<file path="config.mk">
export PLATFORM = sky130hd
export DESIGN_NAME = riscv_biu_arb
export DESIGN_NICKNAME = d
export VERILOG_FILES = /design/src/rtl/riscv_biu_arb_pkg.sv /design/src/rtl/riscv_biu_arb_fifo.sv /design/src/rtl/riscv_biu_arb.sv
export SDC_FILE = /design/constraint.sdc
export NUM_CORES = 1
export LEC_CHECK = 0
export ABC_AREA = 0
export CAP_MARGIN = 0
export CORE_AREA = 2 2 120 122
export DETAILED_ROUTE_END_ITERATION = 6
export DIE_AREA = 0 0 122 124
export PLACE_DENSITY_LB_ADDON = 0.05
export SLEW_MARGIN = 20
export SYNTH_ARGS = -nofsm -noshare
export SYNTH_HDL_FRONTEND = slang
export SYNTH_SLANG_ARGS = --single-unit
</file>
<file path="constraint.sdc">
create_clock -name clk -period 4.6 [get_ports clk]
set_input_delay 0.92 -clock clk [delete_from_list [all_inputs] [get_ports clk]]
set_output_delay 0.92 -clock clk [all_outputs]
set_load 0.01 [all_outputs]
</file>
<file path="src/rtl/riscv_biu_arb_pkg.sv">
// Shared definitions for the bus-interface arbiter: requester indices and a small helper.
package riscv_biu_arb_pkg;

    localparam logic IDX_INS = 1'b0;
    localparam logic IDX_DAT = 1'b1;
    localparam int   NREQ    = 2;

    function automatic logic [NREQ-1:0] idx_onehot(input logic idx);
        return (idx == IDX_DAT) ? 2'b10 : 2'b01;
    endfunction

endpackage

</file>
<file path="src/rtl/riscv_biu_arb_fifo.sv">
// In-order owner FIFO: remembers which requester owns each outstanding transfer.
module riscv_biu_arb_fifo #(
    parameter int DEPTH = 4
) (
    input  logic clk,
    input  logic rstn,
    input  logic push_i,
    input  logic din_i,
    input  logic pop_i,
    output logic dout_o,
    output logic empty_o,
    output logic full_o
);
    localparam int AW = (DEPTH > 1) ? $clog2(DEPTH) : 1;

    logic [DEPTH-1:0] mem_q;
    logic [AW-1:0]    wr_ptr_q, wr_ptr_d;
    logic [AW-1:0]    rd_ptr_q, rd_ptr_d;
    logic [AW:0]      cnt_q, cnt_d;
    logic             push_ok, pop_ok;

    function automatic logic [AW-1:0] ptr_inc(input logic [AW-1:0] p);
        return (p == AW'(DEPTH - 1)) ? '0 : p + 1'b1;
    endfunction

    assign empty_o = (cnt_q == '0);
    assign full_o  = (cnt_q == (AW+1)'(DEPTH));
    assign push_ok = push_i & ~full_o;
    assign pop_ok  = pop_i & ~empty_o;
    assign dout_o  = mem_q[rd_ptr_q];

    always_comb begin
        wr_ptr_d = wr_ptr_q;
        rd_ptr_d = rd_ptr_q;
        cnt_d    = cnt_q + {{AW{1'b0}}, push_ok} - {{AW{1'b0}}, pop_ok};
        if (push_ok) wr_ptr_d = ptr_inc(wr_ptr_q);
        if (pop_ok)  rd_ptr_d = ptr_inc(rd_ptr_q);
    end

    always_ff @(posedge clk or negedge rstn) begin
        if (!rstn) begin
            wr_ptr_q <= '0;
            rd_ptr_q <= '0;
            cnt_q    <= '0;
        end else begin
            wr_ptr_q <= wr_ptr_d;
            rd_ptr_q <= rd_ptr_d;
            cnt_q    <= cnt_d;
        end
    end

    // Storage needs no reset: the count alone decides what is valid.
    always_ff @(posedge clk) begin
        if (push_ok) mem_q[wr_ptr_q] <= din_i;
    end

endmodule

</file>
<file path="src/rtl/riscv_biu_arb.sv">
// Two-requester (instruction/data) bus arbiter with round-robin, lock hold and in-order response routing.
module riscv_biu_arb
    import riscv_biu_arb_pkg::*;
#(
    parameter int XLEN           = 32,
    parameter int PHYS_ADDR_SIZE = XLEN,
    parameter int DEPTH          = 4
) (
    input  logic                        clk,
    input  logic                        rstn,
    input  logic [1:0]                  m_stb,
    output logic [1:0]                  m_stb_ack,
    input  logic [2*PHYS_ADDR_SIZE-1:0] m_adri,
    input  logic [5:0]                  m_size,
    input  logic [5:0]                  m_type,
    input  logic [1:0]                  m_lock,
    input  logic [1:0]                  m_we,
    input  logic [2*XLEN-1:0]           m_di,
    input  logic [1:0]                  m_is_cacheable,
    input  logic [1:0]                  m_is_instruction,
    input  logic [3:0]                  m_prv,
    output logic [XLEN-1:0]             m_do,
    output logic [1:0]                  m_wack,
    output logic [1:0]                  m_rack,
    output logic [1:0]                  m_err,
    output logic                        s_stb,
    input  logic                        s_stb_ack,
    output logic [PHYS_ADDR_SIZE-1:0]   s_adri,
    output logic [2:0]                  s_size,
    output logic [2:0]                  s_type,
    output logic                        s_lock,
    output logic                        s_we,
    output logic [XLEN-1:0]             s_di,
    output logic                        s_is_cacheable,
    output logic                        s_is_instruction,
    output logic [1:0]                  s_prv,
    input  logic [XLEN-1:0]             s_do,
    input  logic                        s_wack,
    input  logic                        s_rack,
    input  logic                        s_err
);
    localparam int PA = PHYS_ADDR_SIZE;

    logic       rr_q, rr_d;
    logic       lock_q, lock_d;
    logic       lock_idx_q, lock_idx_d;
    logic       gnt_idx, gnt_valid;
    logic [1:0] grant;
    logic       accept, resp, full, empty, head;

    // A locked owner keeps the bus only while it keeps requesting with lock set.
    always_comb begin
        gnt_valid = |m_stb;
        gnt_idx   = IDX_INS;
        if (lock_q && m_stb[lock_idx_q] && m_lock[lock_idx_q]) gnt_idx = lock_idx_q;
        else if (&m_stb)                                        gnt_idx = rr_q;
        else if (m_stb[IDX_DAT])                                gnt_idx = IDX_DAT;
    end

    assign grant  = gnt_valid ? idx_onehot(gnt_idx) : 2'b00;
    assign s_stb  = (|(m_stb & grant)) & ~full;
    assign accept = s_stb & s_stb_ack;
    assign resp   = s_wack | s_rack | s_err;
    assign m_do   = s_do;

    assign s_adri           = gnt_idx ? m_adri[2*PA-1:PA]     : m_adri[PA-1:0];
    assign s_size           = gnt_idx ? m_size[5:3]           : m_size[2:0];
    assign s_type           = gnt_idx ? m_type[5:3]           : m_type[2:0];
    assign s_lock           = m_lock[gnt_idx];
    assign s_we             = m_we[gnt_idx];
    assign s_di             = gnt_idx ? m_di[2*XLEN-1:XLEN]   : m_di[XLEN-1:0];
    assign s_is_cacheable   = m_is_cacheable[gnt_idx];
    assign s_is_instruction = m_is_instruction[gnt_idx];
    assign s_prv            = gnt_idx ? m_prv[3:2]            : m_prv[1:0];

    genvar gi;
    generate
        for (gi = 0; gi < NREQ; gi++) begin : g_route
            assign m_stb_ack[gi] = s_stb_ack & grant[gi] & ~full;
            assign m_wack[gi]    = s_wack & ~empty & (head == 1'(gi));
            assign m_rack[gi]    = s_rack & ~empty & (head == 1'(gi));
            assign m_err[gi]     = s_err  & ~empty & (head == 1'(gi));
        end
    endgenerate

    always_comb begin
        rr_d       = rr_q;
        lock_d     = lock_q;
        lock_idx_d = lock_idx_q;
        if (accept) begin
            rr_d       = ~gnt_idx;
            lock_d     = m_lock[gnt_idx];
            lock_idx_d = gnt_idx;
        end
    end

    always_ff @(posedge clk or negedge rstn) begin
        if (!rstn) begin
            rr_q       <= IDX_INS;
            lock_q     <= 1'b0;
            lock_idx_q <= IDX_INS;
        end else begin
            rr_q       <= rr_d;
            lock_q     <= lock_d;
            lock_idx_q <= lock_idx_d;
        end
    end

    // Pop uses the registered empty flag, so a same-cycle push is never popped.
    riscv_biu_arb_fifo #(.DEPTH(DEPTH)) u_owner_fifo (
        .clk     (clk),
        .rstn    (rstn),
        .push_i  (accept),
        .din_i   (gnt_idx),
        .pop_i   (resp),
        .dout_o  (head),
        .empty_o (empty),
        .full_o  (full)
    );

endmodule

</file>
==> impl_metrics.yaml <==
timing:
  fin_crit_sh_pct: 92.11
  rsz0062_at_grt: "false"
  finalSetupTns_ns: 0
  fin_crit_ns: 4.237
  finalSetupViolCount: 0
  hold_viol: 0
  fin_worst_skew_ns: 0.003680
  report.final.slew_viol_count: 0
  relSlewSlack_pct: 61.87
  worst_slew_pin_slew_ns: 0.5702
  holdWs_ns: 0.5559
  max_freq_ghz: 0.2360
cts:
  clock_path_buffers: 2
  cts_buffers: 3
  cts_resized: 0
  cts.sinks: 14
  h-tree-depth: 1
  hold_buffers: 0
  path_clk_slew_ns: 0.05
  cts_root_buf: "clkbuf_16"
  cts_tree: "done"
  cts_setup_buffers: 0
  clkLatencyLatePin_ns: 0.24
yosys:
  synth_cells: 190
  yosys_warnings: 0
  synthDominantCellAreaShare_pct: 41.22
  ys_top_cells_by_area: "mux2_2, buf_4, dfrtp_1"
  synth-seq-cells: 14
  yosysTopAreaCell: "mux2_2"
  ys_types: 26
  yosysSeqAreaShare_pct: 18.57
  avgSynthCellArea_sq_um: 10.50
  netlist_area_sq_um: 1994
  synth_fp_nets: 390
final_layout:
  synthToLayoutAreaGrowth_pct: 124.5
  nNetsFinal: 601
  drive_above_1_share_pct: 21.00
drt:
  postRouteAntennaNets: 0
  via_per_inst: 3.899
  drtPass1Iterations: 4
  drt-initial-drc-count: 42
  drc_errors: 0
  wl_per_cell_um: 18.60
  vias: 2269
  wl_um: 10830
global_route:
  grt_util_all_layers_pct: 13.65
  grt_pass1_wl_um: 14880
  overflow: 0
  antenna_found_initial: 4
  grt_max_degree: 72
  grt_pass1_vias: 2382
worst_hold_path:
  worstHoldStart: "u_owner_fifo.rd_ptr_q[1]"
  hold_path.class: "reg -> reg"
  hold-path-cell-count: 1
  hold_path_end: "u_owner_fifo.rd_ptr_q[1]"
power:
  pwr-share-clk_pct: 11.8
  netSwitchingPower_mw: 0.4852
  p_int_mw: 0.9294
  power.share.switching_pct: 34.30
  power.leakage_nw: 1.674
  power.density_nw_per_um2: 315.9
  ir_worst_vdd_v: 0.0001715
  p_comb_share_pct: 71.7
  p_seq_share_pct: 16.5
floorplanning:
  start_util_pct: 14.54
  die_area_sq_um: 15130
  die_h_um: 124
  core_area_sq_um: 13720
  std_cell_rows: 43
  die_w_um: 122
  io_pins: 309
setup_path:
  cp-startpoint: "m_stb[0]"
  crit_fanout: 71
  required_ns: 3.68
  r2r_end: "u_owner_fifo.cnt_q[2]"
  reg2reg_slack_ns: 2.39
  cp-end-kind: "output pin"
  ff2ff_path_depth: 9
  arrival_ns: 3.32
  worstSetupPathType: "in -> out"
  cp-start-kind: "primary input"
  rr_startpoint: "u_owner_fifo.cnt_q[1]"
place:
  hpwl_um: 9605
  place_congestion: 0.8733
  portBuffers: 244
flow_run:
  max_cap_violations: 0
status:
  status: "complete, no violations"
-- flip-flops by register name (all words and copies together) (netlist names) --
register,cells
u_owner_fifo.rd_ptr_q,2
rr_q,1
u_owner_fifo.mem_q,4
u_owner_fifo.cnt_q,3
lock_idx_q,1
u_owner_fifo.wr_ptr_q,2
lock_q,1
-- cells in the final DEF, fill, tap and decap left out, drive strengths merged --
| cell type | instances |
|---|---|
| clkdlybuf4s50 | 244 |
| diode | 2 |
| and2 | 12 |
| or3b | 1 |
| mux2i | 1 |
| inv | 7 |
| dfrtp | 10 |
| a221oi | 1 |
| a21bo | 1 |
| or2 | 1 |
| nor2b | 4 |
| a31oi | 3 |
| nor2 | 4 |
| nand2 | 2 |
| mux4 | 1 |
| clkbuf | 4 |
| a41o | 1 |
| nor3 | 2 |
| ha | 7 |
| o211ai | 1 |
| xnor2 | 2 |
| mux2 | 80 |
| buf | 3 |
| fa | 1 |
| and3 | 1 |
| edfxtp | 4 |
| a21oi | 2 |
-- critical path: stages --
cell             delay [ns]
clkdlybuf4s50_1        0.51
nor2b_1                0.21
a221oi_4               0.34
buf_12                 0.35
mux2_2                 0.39
clkdlybuf4s50_1        0.51
-- area by class of cell --
cell class                 instances  area (sq um)
timing repair buffer             247          2477
inverter                           7         26.28
tap                              180         225.2
antenna                            2         5.005
multi-input combinational        128          1295
sequential                        14         370.4
clock buffer                       4         78.83
fill                            1429          9241
-- cell usage after synthesis --
library cell and number:
nor3_1 2, nand2_1 2, or3b_2 1, a31oi_1 3, fa_1 1, mux2i_1 1
and2_1 12, a41o_1 1, mux2_1 7, mux2_2 73, xnor2_1 2, inv_1 7
nor2_1 4, ha_1 7, buf_2 2, a21oi_1 2, a221oi_4 1, nor2b_1 4
buf_4 39, a21bo_2 1, mux4_2 1, and3_1 1, or2_2 1, dfrtp_1 10
edfxtp_1 4, o211ai_1 1
-- metal layers --
layer  track usage [%]  vias up  wire length (um)
met5                 0        -                26
met2             24.65      125              5489
met1             14.53     1067              3967
met3             6.960        6              1294
li1                  -     1067                 -
met4             2.083        4                46
-- worst max-delay path by stage --
stage	endpoint	slack [ns]	depth (start not counted)
2_1_floorplan	s_di[27]	1.52	4
3_3_place_gp	s_adri[29]	0.35	6
3_5_place_dp	s_adri[17]	0.36	6
4_1_cts	s_di[10]	0.35	6
5_1_grt	s_adri[5]	0.27	6
6_report	s_adri[3]	0.36	6
-- kinds of logic after synthesis --
group / after synthesis / synth area share [%]
AO/OA/AOI/OAI: 9 / 4.141
XOR/XNOR: 2 / 0.8785
adder cells (fa/ha/maj): 8 / 5.395
buffers and inverters: 48 / 16.50
flip-flops: 14 / 18.57
multiplexers: 82 / 46.80
AND/OR/NAND/NOR: 27 / 7.717
-- per-stage QoR --
step                      setup slack [ns]  power, mW  std cells  cell area, sq um  utilization (%)
after floorplan                      1.521     0.7710        190              1994                -
after global placement              0.3488      1.268        576              4394            32.03
after detailed placement            0.3555      1.264        576              4394            32.03
after CTS                           0.3461      1.442        580              4473            32.60
after global routing                0.2699      1.526        580              4473            32.60
final                               0.3628      1.415        582              4478            32.64
-- power groups by stage --
| stage | clock, mW | combinational, mW | sequential [mW] |
|---|---|---|---|
| after floorplan | 0 | 0.548 | 0.223 |
| after global placement | 0 | 1.03 | 0.236 |
| after detailed placement | 0 | 1.03 | 0.234 |
| after CTS | 0.172 | 1.04 | 0.234 |
| after global routing | 0.181 | 1.10 | 0.243 |
| final | 0.168 | 1.01 | 0.233 |
No activity file was read; power rests on OpenSTA's default activity.
